[src/rtl/vga_sync_gen_param.sv]
`default_nettype none
// ============================================================================
//  Module      : vga_sync_gen_param
//  Description : Parametrised VGA timing generator. Produces a pixel strobe,
//                horizontal/vertical sync, video_on, pixel coordinates and
//                line/frame start strobes. Pixel rate = CLK / CLK_DIV.
//                Optional macro VGA_FRAME_CNT_EN adds a 16-bit frame counter
//                output (frame_cnt).
//  Revision    : 1.0  initial release
// ============================================================================
module vga_sync_gen_param #(
    parameter int CLK_DIV  = 4,
    parameter int H_ACTIVE = 640,
    parameter int H_FP     = 16,
    parameter int H_SYNC   = 96,
    parameter int H_BP     = 48,
    parameter int V_ACTIVE = 480,
    parameter int V_FP     = 10,
    parameter int V_SYNC   = 2,
    parameter int V_BP     = 33,
    parameter int HS_POL   = 0,
    parameter int VS_POL   = 0,
    parameter int CW       = 10
) (
    input  logic          CLK,
    input  logic          RESET,
    input  logic          enable,
    output logic          p_tick,
    output logic          sync_h,
    output logic          sync_v,
    output logic          video_on,
    output logic [CW-1:0] pixel_X,
    output logic [CW-1:0] pixel_Y,
    output logic          line_start,
`ifdef VGA_FRAME_CNT_EN
    output logic [15:0]   frame_cnt,
`endif
    output logic          frame_start
);

    localparam int c_h_total = H_ACTIVE + H_FP + H_SYNC + H_BP;
    localparam int c_v_total = V_ACTIVE + V_FP + V_SYNC + V_BP;
    // Divider needs at least one bit even when CLK_DIV is 1
    localparam int c_div_w   = (CLK_DIV > 1) ? $clog2(CLK_DIV) : 1;

    localparam logic [c_div_w-1:0] c_div_max = c_div_w'(CLK_DIV - 1);
    localparam logic [CW-1:0] c_h_last     = CW'(c_h_total - 1);
    localparam logic [CW-1:0] c_v_last     = CW'(c_v_total - 1);
    localparam logic [CW-1:0] c_h_act      = CW'(H_ACTIVE);
    localparam logic [CW-1:0] c_v_act      = CW'(V_ACTIVE);
    // Inclusive sync windows avoid needing a CW+1 bit end bound
    localparam logic [CW-1:0] c_hs_first   = CW'(H_ACTIVE + H_FP);
    localparam logic [CW-1:0] c_hs_last    = CW'(H_ACTIVE + H_FP + H_SYNC - 1);
    localparam logic [CW-1:0] c_vs_first   = CW'(V_ACTIVE + V_FP);
    localparam logic [CW-1:0] c_vs_last    = CW'(V_ACTIVE + V_FP + V_SYNC - 1);
    localparam logic          c_hs_on      = (HS_POL != 0);
    localparam logic          c_vs_on      = (VS_POL != 0);

    logic [c_div_w-1:0] div_q, div_d;
    logic [CW-1:0]      x_q, x_d;
    logic [CW-1:0]      y_q, y_d;
    logic               sync_h_q, sync_h_d;
    logic               sync_v_q, sync_v_d;
    logic               video_on_q, video_on_d;
    logic               line_start_q, line_start_d;
    logic               frame_start_q, frame_start_d;
    logic               w_tick;
`ifdef VGA_FRAME_CNT_EN
    logic [15:0]        frame_cnt_q, frame_cnt_d;
`endif

    // Next-state: divider, counters, and sync/video/strobes from next counts
    always_comb begin
        w_tick        = enable && (div_q == c_div_max);
        div_d         = div_q;
        x_d           = x_q;
        y_d           = y_q;
        sync_h_d      = sync_h_q;
        sync_v_d      = sync_v_q;
        video_on_d    = video_on_q;
        line_start_d  = 1'b0;
        frame_start_d = 1'b0;
        if (enable) begin
            div_d = (div_q == c_div_max) ? '0 : div_q + 1'b1;
            if (w_tick) begin
                if (x_q == c_h_last) begin
                    x_d           = '0;
                    y_d           = (y_q == c_v_last) ? '0 : y_q + 1'b1;
                    line_start_d  = 1'b1;
                    frame_start_d = (y_q == c_v_last);
                end else begin
                    x_d = x_q + 1'b1;
                end
            end
            sync_h_d   = ((x_d >= c_hs_first) && (x_d <= c_hs_last)) ? c_hs_on : ~c_hs_on;
            sync_v_d   = ((y_d >= c_vs_first) && (y_d <= c_vs_last)) ? c_vs_on : ~c_vs_on;
            video_on_d = (x_d < c_h_act) && (y_d < c_v_act);
        end
    end

`ifdef VGA_FRAME_CNT_EN
    // Frame counter advances together with the frame_start strobe
    always_comb begin
        frame_cnt_d = frame_cnt_q;
        if (frame_start_d) begin
            frame_cnt_d = frame_cnt_q + 16'd1;
        end
    end
`endif

    // State register; reset overrides enable
    always_ff @(posedge CLK) begin
        if (RESET) begin
            div_q         <= '0;
            x_q           <= '0;
            y_q           <= '0;
            sync_h_q      <= ~c_hs_on;
            sync_v_q      <= ~c_vs_on;
            video_on_q    <= 1'b0;
            line_start_q  <= 1'b0;
            frame_start_q <= 1'b0;
        end else begin
            div_q         <= div_d;
            x_q           <= x_d;
            y_q           <= y_d;
            sync_h_q      <= sync_h_d;
            sync_v_q      <= sync_v_d;
            video_on_q    <= video_on_d;
            line_start_q  <= line_start_d;
            frame_start_q <= frame_start_d;
        end
    end

`ifdef VGA_FRAME_CNT_EN
    // Frame counter register, wraps naturally at 16 bits
    always_ff @(posedge CLK) begin
        if (RESET) begin
            frame_cnt_q <= '0;
        end else begin
            frame_cnt_q <= frame_cnt_d;
        end
    end

    assign frame_cnt = frame_cnt_q;
`endif

    // Pixel strobe is combinational so that CLK_DIV=1 gives p_tick=enable;
    // it is masked while reset is held
    assign p_tick      = w_tick && !RESET;
    assign sync_h      = sync_h_q;
    assign sync_v      = sync_v_q;
    assign video_on    = video_on_q;
    assign pixel_X     = x_q;
    assign pixel_Y     = y_q;
    assign line_start  = line_start_q;
    assign frame_start = frame_start_q;

endmodule
`default_nettype wire

[config.mk]
export PLATFORM = sky130hd
export DESIGN_NAME = vga_sync_gen_param
export DESIGN_NICKNAME = d
export VERILOG_FILES = /design/src/rtl/vga_sync_gen_param.sv
export SDC_FILE = /design/constraint.sdc
export NUM_CORES = 1
export LEC_CHECK = 0
export ABC_CLOCK_PERIOD_IN_PS = 3300
export CAP_MARGIN = 20
export CORE_ASPECT_RATIO = 0.9
export CORE_MARGIN = 2
export CORE_UTILIZATION = 40
export DETAILED_ROUTE_END_ITERATION = 16
export PLACE_DENSITY = 0.69
export SLEW_MARGIN = 10
export SYNTH_ARGS = -nofsm -noshare
export SYNTH_HDL_FRONTEND = slang
export SYNTH_SLANG_ARGS = --single-unit
[constraint.sdc]
create_clock -name CLK -period 3.3 [get_ports CLK]
set_input_delay 0.825 -clock CLK [delete_from_list [all_inputs] [get_ports CLK]]
set_output_delay 0.825 -clock CLK [all_outputs]
set_load 0.05 [all_outputs]
## After elaboration in Yosys (flattened, before gate mapping)

Index checks and enable logic that the tools add are counted.

| storage, ports and cells | value |
|---|---|
| register bits | 27 |
| input port bits | 3 |
| output and inout bits | 26 |
| logic and storage cells | 42 |

| cells by class | value |
|---|---|
| add/subtract/negate cells | 3 |
| magnitude comparators | 6 |
| eq/ne operators | 3 |
| muxes and demuxes | 11 |
| bitwise gates (word level) | 3 |
| reductions and logical operators | 8 |

Operator list:

| operator | number |
|---|---|
| $mux W10 | 7 |
| $add A10 B1 Y10 const B | 2 |
| $eq A10 B10 Y1 const B | 2 |
| $ge A10 B10 Y1 const B | 1 |
| $ge A10 B9 Y1 const B | 1 |
| $le A10 B10 Y1 const B | 1 |
| $le A10 B9 Y1 const B | 1 |
| $lt A10 B10 Y1 const B | 1 |
| $lt A10 B9 Y1 const B | 1 |
| $logic_and A1 B1 Y1 | 5 |
| $reduce_or A4 Y1 | 1 |
| $mux W1 | 3 |
| $not A1 Y1 | 3 |
| $reduce_or A3 Y1 | 1 |
| $add A2 B1 Y2 const B | 1 |
| $eq A2 B2 Y1 const B | 1 |
| $mux W2 | 1 |
| $logic_not A1 Y1 | 1 |

## Logic depth before layout (Yosys ltp)

Gate-level depths: netlist (run 1).

| logic depth | value |
|---|---|
| depth in word-level cells | 8 |
| depth in mapped cells | 8 |
| mapped depth without buffers | 8 |

## Least setup slack after synthesis (run 1)

OpenSTA, ideal clock, no wires.

| timing path | value |
|---|---|
| path kind | in2out |
| from | input RESET |
| to | output p_tick |
| arrival time | 1.854 ns |
| required time | 2.475 ns |
| path slack | 0.621 ns |
| stages | 3 |
| buffers on the path | 2 |
| path through | clkbuf_1 > clkbuf_1 > nor2_1 |

| on the way | value |
|---|---|
| word-level cells in the longest chain between the ends | 2 |

RTL lines:

| item | line | text |
|---|---|---|
| start: declaration | 26 | `input logic RESET,` |
| $logic_not A1 Y1 | 149 | `assign p_tick = w_tick && !RESET;` |
| $logic_and A1 B1 Y1 | 149 |  |
| end: declaration | 28 | `output logic p_tick,` |

No other way between the ends.

## Worst setup path after layout (run 1)

| timing path | value |
|---|---|
| from | input enable |
| to | output p_tick |

| on the way | value |
|---|---|
| word-level cells in the longest chain between the ends | 2 |

RTL lines:

| item | line | text |
|---|---|---|
| start: declaration | 27 | `input logic enable,` |
| $logic_and A1 B1 Y1 | 74 | `w_tick = enable && (div_q == c_div_max);` |
| $logic_and A1 B1 Y1 | 149 |  |

No other way between the ends.

==> flow_metrics.env, run 1 <==
export IMPL_status="completed"
export IMPL_min_from="video_on"
export IMPL_via_count=1319
export IMPL_slew_headroom_pct=65.8
export IMPL_maxCapViolCount=0
export IMPL_rrSetupSlack_ns=0.70
export IMPL_p_per_area_nw_per_um2=304
export IMPL_grt_ovfl_total=0
export IMPL_hold_path_class="reg2reg"
export IMPL_layout_min_cycle_time_ns=2.78
export IMPL_cts_made_buffers=3
export IMPL_post_cts_resized=0
export IMPL_drv_slew=0
export IMPL_worstPathRequired_ns=2.47
export IMPL_synth_nets=178
export IMPL_design_core_area_sq_um=3380
export IMPL_synth_area_leaders="dfxtp_1 (38%), nor2_1 (8.0%), nand4_1 (4.0%)"
export IMPL_grt_pass1_vias=1152
export IMPL_die_height_microns=60.3
export IMPL_crit_arrival_ns=1.96
export IMPL_cp_max_fo=9
export IMPL_r2r_end="sync_v"
export IMPL_layout_drive_gt1_share_pct=7.58
export IMPL_n_fill_cell=330
export IMPL_die_area_sq_um=4020
export IMPL_hold_depth=1
export IMPL_antenna_found_initial=0
export IMPL_rsz0062_at_grt="no"
export IMPL_num_rows=20
export IMPL_post_synth_cell_area_avg_sq_um=8.25
export IMPL_start_kind="primary input"
export IMPL_worst_slew_pin_slew_ns=0.511
export IMPL_hold_buffers=0
export IMPL_synth_seq_area_share_pct=38.3
export IMPL_yosysWarnings=0
export IMPL_dp_hpwl_microns=2500
export IMPL_syn2layout_area_growth_pct=26.8
export IMPL_r2r_start="pixel_Y[0]"
export IMPL_p_switching_w=0.000119
export IMPL_drtIter0Drc=61
export IMPL_final_hold_viol_count=0
export IMPL_syn_area_sq_um=1410
export IMPL_drt_pass1_iterations=4
export IMPL_cts_sinks=27
export IMPL_crit_type="in2out"
export IMPL_clk_pin_slew_ns=0.09
export IMPL_place_congestion=0.858
export IMPL_grt_pass1_wl_microns=5360
export IMPL_cts_tree="built"
export IMPL_dieWidth_microns=66.6
export IMPL_routedWlPerCell_microns=13.4
export IMPL_ys_types=39
export IMPL_io_buffers=28
export IMPL_ctsRootBufferMaster="clkbuf_8"
export IMPL_p_int_w=0.000424
export IMPL_wirelength_microns=3250
export IMPL_final_util_pct=52.9
export IMPL_vdd_drop_max_uv=254
export IMPL_ios=29
export IMPL_ys_seq_elements=27
export IMPL_post_cts_buffers=0
export IMPL_antenna_cells=0
export IMPL_grt_max_degree=25
export IMPL_comb_power_share_pct=5.2
export IMPL_crit_path_end_kind="primary output"
export IMPL_clock_latency_ns=0.27
export IMPL_h_tree_depth=1
export IMPL_clkPwrFrac_pct=33.9
export IMPL_ant_nets=0
export IMPL_finClkSkew_ns=0.00463
export IMPL_setup_viol=0
export IMPL_switching_share_pct=21.9
export IMPL_seq_power_share_pct=60.9
export IMPL_fmaxAchievable_mhz=360
export IMPL_viasPerCell=5.45
export IMPL_ff2ff_path_depth=8
export IMPL_p_leak_nw=0.662
export IMPL_final_nets=206
export IMPL_grt_usage_pct=17.5
export IMPL_tns_ns=0
export IMPL_synth_top_area_share_pct=38.3
export IMPL_clockBufferDepth=2
export IMPL_synthCells=171
export IMPL_drc=0
export IMPL_yosys_area_top_type="dfxtp_1"
export IMPL_period_share_pct=84.3
export IMPL_initial_utilization_pct=41.7
export IMPL_min_to="video_on"
==> worst max-delay path, stage by stage <==
cell	delay, ns
clkdlybuf4s50_1	0.48
nand2_1	0.10
buf_4	0.18
nor2_1	0.19
buf_12	0.17
==> sequential cells by signal, summed over array words and instances (netlist names) <==
| signal | flops |
|---|---|
| pixel_X | 10 |
| pixel_Y | 10 |
| div_q | 2 |
| frame_start | 1 |
| line_start | 1 |
| sync_h | 1 |
| sync_v | 1 |
| video_on | 1 |
==> routing by layer <==
metal	up-vias	wire (microns)	GRT usage [%]	part of all wire, %
met5	-	0	0	0
met1	621	1550	26.4	48
met4	0	15	3.50	0.46
met3	2	226	4.90	7.0
met2	38	1450	25.0	45
li1	658	-	-	-
==> cell usage after synthesis <==
cell        n
a2111oi_2   1
a211oi_1    1
a21o_1      2
a21oi_1     6
a22oi_1     1
a31oi_1     2
a32o_1      1
and2_1      2
and3_1      4
buf_2       2
buf_4       1
buf_6       1
clkbuf_1    6
dfxtp_1    27
ha_1        4
inv_1       6
mux2i_1     2
nand2_1    13
nand3_1     5
nand3b_1    1
nand4_1     9
nor2_1     30
nor3_1     10
nor4_1      2
nor4_4      2
o211ai_1    1
o21ai_0     3
o21ai_1     1
o21bai_1    1
o221ai_1    1
o22ai_1     1
o31a_1      2
or2_2       1
or3_1       4
or4_1       1
or4b_1      1
or4b_4      1
xnor2_1     6
xor2_1      6
==> worst max path at each step <==
stage / startpoint / cells past startpoint / end / slack [ns]
global route: enable / 7 / sync_v / 0.38
finish: enable / 5 / p_tick / 0.52
CTS: enable / 5 / p_tick / 0.51
floorplan: RESET / 3 / p_tick / 0.62
global placement: enable / 7 / sync_v / 0.28
detailed placement: enable / 7 / sync_v / 0.27
==> cell families after synthesis <==
| group | synth area share (%) |
|---|---|
| xor+xnor | 7.45 |
| simple gates | 32.3 |
| mux | 1.42 |
| compound gates | 11.7 |
| fa+ha+maj | 3.55 |
| buf+inv | 5.24 |
| flops | 38.3 |
==> layout make-up <==
class	count	area, sq um	share of cell area, %
Clock inverter	1	5.00	0.280
Sequential cell	27	541	30.2
Multi-Input combinational cell	128	796	44.5
Tap cell	44	55.1	3.08
Clock buffer	3	41.3	2.31
Inverter	6	22.5	1.26
Timing Repair Buffer	33	328	18.3
==> power groups by stage <==
stage | clock, W | combinational [W] | sequential, W
finish | 0.000184 | 0.0000283 | 0.000331
floorplan | 0 | 0.0000144 | 0.000342
global route | 0.000203 | 0.0000313 | 0.000331
detailed placement | 0 | 0.0000283 | 0.000338
global placement | 0 | 0.0000278 | 0.000338
CTS | 0.000192 | 0.0000283 | 0.000331
==> stage by stage <==
| stage | power (W) | cell area [sq um] | hold slack [ns] | cells | worst slack [ns] |
|---|---|---|---|---|---|
| 2_1_floorplan | 0.000356 | 1410 | 0.465 | 171 | 0.621 |
| 3_3_place_gp | 0.000366 | 1740 | 0.462 | 238 | 0.276 |
| 3_5_place_dp | 0.000366 | 1740 | 0.478 | 238 | 0.270 |
| 4_1_cts | 0.000551 | 1790 | 0.512 | 242 | 0.507 |
| 5_1_grt | 0.000565 | 1790 | 0.519 | 242 | 0.382 |
| 6_report | 0.000543 | 1790 | 0.504 | 242 | 0.519 |
==> cells in the final DEF (no fill, tap or decap), types with 2 or more instances in the layout <==
master           instances
a21o_1                   2
a21oi_1                  6
a31oi_1                  2
and2_1                   2
and3_1                   4
buf_4                    5
clkbuf_8                 3
clkdlybuf4s50_1         27
dfxtp_1                 27
ha_1                     4
inv_1                    6
mux2i_1                  2
nand2_1                 13
nand3_1                  5
nand4_1                  9
nor2_1                  30
nor3_1                  10
nor4_1                   2
nor4_4                   2
o21ai_0                  3
o31a_1                   2
or3_1                    4
xnor2_1                  6
xor2_1                   6
Note: power is estimated with default switching activity, not from simulation.
==> run 2, diff against run 1 <==
--- a/config.mk
+++ b/config.mk
@@ -5,7 +5,7 @@
 export SDC_FILE = /design/constraint.sdc
 export NUM_CORES = 1
 export LEC_CHECK = 0
-export ABC_CLOCK_PERIOD_IN_PS = 3300
+export ABC_CLOCK_PERIOD_IN_PS = 2900
 export CAP_MARGIN = 20
 export CORE_ASPECT_RATIO = 0.9
 export CORE_MARGIN = 2
==> constraint.sdc (replaced) <==
create_clock -name CLK -period 2.9 [get_ports CLK]
set_input_delay 0.725 -clock CLK [delete_from_list [all_inputs] [get_ports CLK]]
set_output_delay 0.725 -clock CLK [all_outputs]
set_load 0.05 [all_outputs]
==> run 2 against run 1 <==
  * Combinational power grew 14%
  * Via count grew 0.99%
  * Setup slack lost 0.25 ns
  * Register-to-register slack lost 0.28 ns
  * Sequential share of layout area shrank 0.48 points
  * First-iteration DRC count grew 38%
  * Wire length grew 5.2%
  * Sequential power grew 14%
  * Global-route usage grew 0.37 points
  * Cell area grew 1.6%
  * Critical endpoint is now sync_v
  * Largest power group unchanged
==> flow_metrics.env, run 2 (synthesis gave the netlist of run 1 again) <==
export IMPL_status="completed"
export IMPL_h_tree_depth=1
export IMPL_syn2layout_area_growth_pct=28.8
export IMPL_antenna_cells=0
export IMPL_final_common_cell="nor2_1"
export IMPL_cp_max_fo=6
export IMPL_clock_latency_ns=0.27
export IMPL_period_share_pct=90.9
export IMPL_vdd_drop_max_uv=279
export IMPL_layout_drive_gt1_share_pct=8.91
export IMPL_grt_max_degree=25
export IMPL_layout_min_cycle_time_ns=2.64
export IMPL_ant_nets=0
export IMPL_crit_path_end_kind="register"
export IMPL_min_from="div_q[1]"
export IMPL_routedWlPerCell_microns=13.9
export IMPL_wl_met1_microns=1660
export IMPL_finClkSkew_ns=0.00405
export IMPL_via_count=1332
export IMPL_die_area_sq_um=4020
export IMPL_worstPathRequired_ns=3.07
export IMPL_cpPeakStageDelay_ns=0.50
export IMPL_place_congestion=0.911
export IMPL_route_met2_wl_microns=1510
export IMPL_maxCapViolCount=0
export IMPL_hold_buffers=0
export IMPL_viasPerCell=5.41
export IMPL_antenna_found_initial=0
export IMPL_drc=0
export IMPL_cts_sinks=27
export IMPL_post_cts_resized=0
export IMPL_final_nets=210
export IMPL_finalInstanceArea_sq_um=1820
export IMPL_final_hold_viol_count=0
export IMPL_top_layer_used="met4"
export IMPL_grt_pass1_wl_microns=5370
export IMPL_setup_viol=0
export IMPL_route_met3_wl_microns=186
export IMPL_post_cts_buffers=0
export IMPL_p_per_area_nw_per_um2=341
export IMPL_drtIter0Drc=84
export IMPL_cp_slowest_cell="clkdlybuf4s50_1"
export IMPL_grt_pass1_vias=1170
export IMPL_final_cell_mix="nor2_1 (30), dfxtp_1 (27), clkdlybuf4s50_1 (27), nand2_1 (13), nor3_1 (10)"
export IMPL_crit_type="in2reg"
export IMPL_ctsRootBufferMaster="clkbuf_8"
export IMPL_clk_pin_slew_ns=0.08
export IMPL_grt_usage_pct=17.9
export IMPL_worst_slew_pin_slew_ns=0.502
export IMPL_die_height_microns=60.3
export IMPL_startpoint="enable"
export IMPL_design_core_area_sq_um=3380
export IMPL_rsz0062_at_grt="no"
export IMPL_drt_pass1_iterations=4
export IMPL_cts_tree="built"
export IMPL_num_rows=20
export IMPL_wirelength_microns=3410
export IMPL_final_util_pct=53.8
export IMPL_place_area_sq_um=1770
export IMPL_p_leak_nw=0.679
export IMPL_slew_headroom_pct=66.4
export IMPL_crit_chain="clkdlybuf4s50_1 -> nand2_1 -> nor4_4 -> o21ai_1 -> a2111oi_2 -> nand2_1 -> o31a_1"
export IMPL_cts_made_buffers=3
export IMPL_grt_ovfl_total=0
export IMPL_start_kind="primary input"
export IMPL_ios=29
export IMPL_fmaxAchievable_mhz=379
export IMPL_drv_slew=0
export IMPL_initial_utilization_pct=41.7
export IMPL_clockBufferDepth=2
export IMPL_dieWidth_microns=66.6
export IMPL_io_buffers=28
export IMPL_dp_hpwl_microns=2630
export IMPL_tns_ns=0
export IMPL_r2r_start="pixel_X[5]"
export IMPL_cp_common_cell="nand2_1"
export IMPL_hold_path_class="reg2reg"
export IMPL_crit_arrival_ns=2.80
-- run 2: worst max-delay path, delay by kind of cell --
kind                   cells  cell delay [ns]
AOI/OAI and AO/OA          3             0.94
and+or+nand+nor            3             0.65
buffers and inverters      1             0.50
-- run 2: through the flow --
stage / std cells / hold WS, ns / worst slack, ns / power [W]
after global routing: 246 / 0.565 / 0.169 / 0.000641
after global placement: 242 / 0.472 / 0.111 / 0.000416
after detailed placement: 242 / 0.495 / 0.0181 / 0.000417
after floorplan: 171 / 0.465 / 0.355 / 0.000405
after CTS: 246 / 0.527 / 0.292 / 0.000624
final: 246 / 0.526 / 0.264 / 0.000619
-- run 2: routing by layer --
metal,vias to the layer above,global-route usage (%)
li1,668,-
met1,625,24.2
met2,32,28.0
met3,7,4.14
met4,0,7.00
met5,-,0
-- run 2: where the power goes --
part,switching [W],total (W),internal (W)
Combinational,0.0000201,0.0000323,0.0000123
Sequential,0.00000242,0.000376,0.000374
Clock,0.000112,0.000210,0.0000985
Total,0.000134,0.000619,0.000485
-- run 2: final cells by class --
cell class,count,area (sq um)
Tap cell,44,55.1
Clock buffer,4,45.0
Multi-Input combinational cell,128,796
Timing Repair Buffer,37,358
Sequential cell,27,541
Fill cell,324,1560
Inverter,6,22.5
-- run 2: path summary, 6_finish.rpt --
kind / to / slack, ns / cells past startpoint
min: div_q[1] / 0.53 / 2
min reg2reg: div_q[1] / 0.53 / 2
max reg2reg: sync_v / 0.42 / 6
max: sync_v / 0.26 / 7
